$ cat src/rtl/apb_slave_pkg.sv
// Shared types and constants for the APB3 slave front-end of the ECC register file.
package apb_slave_pkg;

  typedef enum logic {
    IDLE   = 1'b0,
    ACCESS = 1'b1
  } state_t;

  localparam logic [1:0] RD_WR_READ  = 2'd0;
  localparam logic [1:0] RD_WR_WRITE = 2'd1;
  localparam logic [1:0] RD_WR_IDLE  = 2'd2;

  localparam logic [3:0] OFF_CTRL     = 4'd0;
  localparam logic [3:0] OFF_DATA_IN  = 4'd1;
  localparam logic [3:0] OFF_CW_WIDTH = 4'd2;
  localparam logic [3:0] OFF_NOISE    = 4'd3;

  // Callers zero-extend PADDR to this width before decoding.
  localparam int unsigned ADDR_EXT_W = 64;

  // Word-aligned and inside the four-register window; bits [5:4] being zero is
  // exactly the offset falling in OFF_CTRL..OFF_NOISE.
  function automatic logic addr_valid(input logic [ADDR_EXT_W-1:0] addr);
    return (addr[1:0] == 2'b00) &&
           (addr[ADDR_EXT_W-1:6] == '0) &&
           (addr[5:2] inside {OFF_CTRL, OFF_DATA_IN, OFF_CW_WIDTH, OFF_NOISE});
  endfunction

endpackage

$ cat src/rtl/apb_slave_ctrl.sv
// APB3 slave front-end: turns setup/access phases into register-file commands,
// stalls writes while the ECC core is busy and pulses start_op after CTRL writes.
module apb_slave_ctrl
  import apb_slave_pkg::*;
#(
  parameter int unsigned AMBA_WORD       = 32,
  parameter int unsigned AMBA_ADDR_WIDTH = 20,
  parameter int unsigned WAIT_TIMEOUT    = 16
) (
  input  logic                       clk,
  input  logic                       rst,
  input  logic                       PSEL,
  input  logic                       PENABLE,
  input  logic                       PWRITE,
  input  logic [AMBA_ADDR_WIDTH-1:0] PADDR,
  input  logic [AMBA_WORD-1:0]       PWDATA,
  output logic [AMBA_WORD-1:0]       PRDATA,
  output logic                       PREADY,
  output logic                       PSLVERR,
  output logic [1:0]                 Rd_Wr_Id,
  output logic [3:0]                 offset,
  output logic [AMBA_WORD-1:0]       data_to_reg,
  input  logic [AMBA_WORD-1:0]       data_out,
  input  logic                       core_busy,
  output logic                       start_op
);

  localparam int unsigned     CNT_W       = $clog2(WAIT_TIMEOUT + 1);
  localparam logic [CNT_W-1:0] TIMEOUT_CNT = CNT_W'(WAIT_TIMEOUT);

  state_t                 state_q;
  logic                   valid_q;
  logic                   write_q;
  logic [3:0]             offset_q;
  logic [AMBA_WORD-1:0]   data_q;
  logic [CNT_W-1:0]       wait_cnt_q;
  logic                   start_op_q;

  logic                   access;
  logic                   wr_done;
  logic                   stall;
  logic                   ready_d;
  logic                   err_d;
  logic [1:0]             rdwr_d;
  logic [AMBA_WORD-1:0]   prdata_d;

  always_comb begin
    access   = (state_q == ACCESS) && PSEL && PENABLE;
    ready_d  = 1'b0;
    err_d    = 1'b0;
    rdwr_d   = RD_WR_IDLE;
    prdata_d = '0;
    wr_done  = 1'b0;
    stall    = 1'b0;
    if (access) begin
      if (!valid_q) begin
        ready_d = 1'b1;
        err_d   = 1'b1;
      end else if (!write_q) begin
        ready_d  = 1'b1;
        rdwr_d   = RD_WR_READ;
        prdata_d = data_out;
      end else if (!core_busy) begin
        ready_d = 1'b1;
        rdwr_d  = RD_WR_WRITE;
        wr_done = 1'b1;
      end else if (wait_cnt_q == TIMEOUT_CNT) begin
        ready_d = 1'b1;
        err_d   = 1'b1;
      end else begin
        stall = 1'b1;
      end
    end
  end

  always_ff @(posedge clk or posedge rst) begin
    if (rst) begin
      state_q    <= IDLE;
      valid_q    <= 1'b0;
      write_q    <= 1'b0;
      offset_q   <= '0;
      data_q     <= '0;
      wait_cnt_q <= '0;
      start_op_q <= 1'b0;
    end else begin
      start_op_q <= wr_done && (offset_q == OFF_CTRL);
      case (state_q)
        IDLE: begin
          // An access phase arriving without a setup phase is ignored here.
          if (PSEL && !PENABLE) begin
            state_q    <= ACCESS;
            valid_q    <= addr_valid(ADDR_EXT_W'(PADDR));
            write_q    <= PWRITE;
            offset_q   <= PADDR[5:2];
            data_q     <= PWDATA;
            wait_cnt_q <= '0;
          end
        end
        ACCESS: begin
          if (!PSEL || ready_d) begin
            state_q <= IDLE;
          end else if (stall) begin
            wait_cnt_q <= wait_cnt_q + CNT_W'(1);
          end
        end
        default: state_q <= IDLE;
      endcase
    end
  end

  assign PREADY      = ready_d;
  assign PSLVERR     = err_d;
  assign Rd_Wr_Id    = rdwr_d;
  assign PRDATA      = prdata_d;
  assign offset      = offset_q;
  assign data_to_reg = data_q;
  assign start_op    = start_op_q;

endmodule
$ cat config.mk
export PLATFORM = sky130hd
export DESIGN_NAME = apb_slave_ctrl
export DESIGN_NICKNAME = d
export VERILOG_FILES = /design/src/rtl/apb_slave_pkg.sv /design/src/rtl/apb_slave_ctrl.sv
export SDC_FILE = /design/constraint.sdc
export NUM_CORES = 1
export LEC_CHECK = 0
export BUFFER_PORTS_ARGS = -buffer_cell sky130_fd_sc_hd__buf_2
export CORE_ASPECT_RATIO = 0.5
export CORE_MARGIN = 2
export CORE_UTILIZATION = 25
export DETAILED_ROUTE_END_ITERATION = 16
export GPL_ROUTABILITY_DRIVEN = 0
export SLEW_MARGIN = 40
export SYNTH_ARGS = -nofsm -noshare
export SYNTH_HDL_FRONTEND = slang
export SYNTH_SLANG_ARGS = --single-unit
$ cat constraint.sdc
create_clock -name clk -period 2.7 [get_ports clk]
set_clock_uncertainty 0.15 [all_clocks]
set_input_delay 0.135 -clock clk [delete_from_list [all_inputs] [get_ports clk]]
set_output_delay 0.135 -clock clk [all_outputs]
set_load 0.02 [all_outputs]
==> impl_metrics.csv <==
group,metric,value,unit
run_status,status,"complete, no violations",
layout,layout_commonest_cell,"buf_2",
synth,seq_area_frac_synth,51.1,%
sta,hold_violations,0,
synth,synth_enable_flop_cells,0,
synth,synth_compound_area_share,3.01,%
cts,cts_root_buf,"clkbuf_16",
drt,wl_per_cell,13.2,µm
sta,timing.fmax,0.463,GHz
drt,vias_per_cell,4.29,
place,port-buffer-count,162,
pwr,powerDensity,553,mW/mm²
cts,htree_levels,2,
critical_path,crit_type,"register to output pin",
cts,clock_path_buffers,2,
global_route,grt_remaining_overflow,0,
cts,clkSlewWorstSetupHoldPaths,0.07,ns
sta,fin_crit_sh,80.0,%
global_route,grt_antenna_before_repair,0,
synth,syn_area,0.00220,mm²
drt,drcViolationCount,0,
sta,timing.final.ws_setup,0.540,ns
global_route,first_global_vias,2194,
global_route,grt_pass1_wl,10300,µm
drt,num_vias,2161,
critical_path,rr_startpoint,"wait_cnt_q[0]$_DFFE_PP0P_",
critical_path,endpoint_kind,"output pin",
drt,drt.antenna.violating_nets,0,
critical_path,crit_path_start_kind,"register",
drt,wl,6650,µm
die,fp.coreArea,0.00862,mm²
layout,areaGrowthSynthToFinish,67.7,%
sta,finalCriticalPeriod,2.16,ns
synth,yosysWarningCount,0,
cts,numCtsBuffers,5,
global_route,grtUsageTotal,13.6,%
synth,muxShareOfSynthArea,19.4,%
synth,synth_simple_gate_area_share,21.2,%
critical_path,worstPathRequired,2.41,ns
synth,synthFlopType,"dfrtp_1",
synth,synthCells,185,
pwr,vdd_drop_max,0.000310,V
pwr,p_leak,1.87,nW
sta,maxSlewViolCount,0,
layout,antennaDiodeCount,0,
synth,synth.avg_cell_area,11.9,µm²
global_route,grt_max_degree,46,
synth,synth_xor_area_share,0.398,%
cts,cts_tree,"yes",
critical_path,crit_fanout,32,
synth,synthAdderAreaFrac,1.14,%
layout,largest_reg_flops,32,
critical_path,critPathArrivalTime,1.87,ns
worst_hold_path,hp-class,"input pin to register",
layout,drive_gt1_share,56.1,%
drt,drt_pass1_iterations,4,
die,die_area,0.00962,mm²
cts,cts_setup_buffers,0,
layout,final_cell_mix,"buf_2 (162), dfrtp_1 (45), dlygate4sd3_1 (39)",
synth,synth.distinct_cells,32,
sta,slew_headroom,61.3,%
sta,tightest_slew,0.581,ns
cts,cts_resized,0,
place,place_ws,0.795,ns
sta,finalSetupViolCount,0,
critical_path,crit_start,"state_q$_DFF_PP0_",
place,dpl.hpwl,4860,µm
synth,syn_nets,277,
synth,synth_top_family_by_area,"simple AND/OR/NAND/NOR gates",
die,placementRows,24,
die,ios,163,
die,dieWidth,137,µm
drt,drtIter0Drc,43,
synth,synth_seq_cells,45,
worst_hold_path,hp-start,"PADDR[0]",
run,drv_cap,0,
cts,clk_latency,0.28,ns
layout,finish.net_count,478,
synth,ys_async_sr_fraction,100,%
sta,tns,0,ns
die,floorplan.die.height,70.4,µm
die,initial_core_util,25.6,%
cts,clkSinkCount,45,
sta,rsz0062_at_grt,"no",
==> power breakdown <==
| part | total [W] | switching (W) | internal, W |
|---|---|---|---|
| sequential | 0.000844 | 0.0000631 | 0.000781 |
| combinational | 0.000508 | 0.000261 | 0.000246 |
| clock | 0.000692 | 0.000254 | 0.000438 |
| total | 0.00204 | 0.000579 | 0.00146 |
==> synth_stat cells, types with 3 or more instances <==
master	number	area, µm²
and2_1	34	213
buf_2	4	20.0
buf_4	4	30.0
clkbuf_1	3	11.3
dfrtp_1	45	1130
inv_1	5	18.8
mux2_2	38	428
nand2_1	6	22.5
nand3_1	5	25.0
nor2_1	4	15.0
nor4_1	7	43.8
==> layout make-up <==
cell class,instances,area [µm²]
tap,117,146
inverter,5,21.3
clock inverter,3,46.3
clock buffer,5,125
multi-input combinational,124,996
sequential,45,1130
timing repair buffer,205,1230
fill,834,4930
==> critical path, stage by stage, from the launching register on <==
cell and delay [ns]:
dfrtp_1 0.58, nand3_2 0.25, nor3_2 0.15, buf_4 0.27, and2_1 0.17, buf_2 0.16
==> what timing repair did <==
action | 4_1_cts | 5_1_grt
endpoints found under the hold margin | 83 | 0
hold buffers | 39 | 0
endpoints found under the setup margin | 0 | 0
==> kinds of logic (layout without fill, tap and decap cells) <==
logic type	Yosys count	after routing
fa+ha+maj	2	2
simple gates	74	74
buf+inv	16	218
flops	45	45
compound gates	9	9
mux	38	38
xor+xnor	1	1
==> metrics by stage <==
stage | hold slack, ns | cells | cell area [µm²] | power, W | utilization [%]
after floorplan | 0.137 | 185 | 2200 | 0.00112 | -
after global placement | 0.217 | 457 | 3130 | 0.00131 | 36.3
after detailed placement | 0.101 | 457 | 3130 | 0.00132 | 36.3
after CTS | 0.00519 | 504 | 3690 | 0.00207 | 42.8
after global routing | 0.0381 | 504 | 3690 | 0.00215 | 42.8
final | 0.0177 | 504 | 3690 | 0.00204 | 42.8
==> metal layers <==
layer  routed length (µm)  GRT usage [%]  up-vias
met5                    0              0        -
met4                  111           4.40        0
met3                  488           2.25       11
met2                 3450           25.6       82
met1                 2610           15.6     1019
li1                     -              -     1049
==> worst paths after layout <==
kind                       cells after the start                           to  slack (ns)
setup / recovery                               5                   PRDATA[21]        0.54
hold / removal                                 4          valid_q$_DFFE_PP0P_        0.02
setup reg to reg                               6    wait_cnt_q[4]$_DFFE_PP0P_        0.77
hold reg to reg                                1  data_to_reg[18]$_DFFE_PP0P_        0.35
max in group asynchronous                      3  data_to_reg[17]$_DFFE_PP0P_        1.67
min in group asynchronous                      3  data_to_reg[22]$_DFFE_PP0P_        0.33
(Power assumes the default switching activity.)
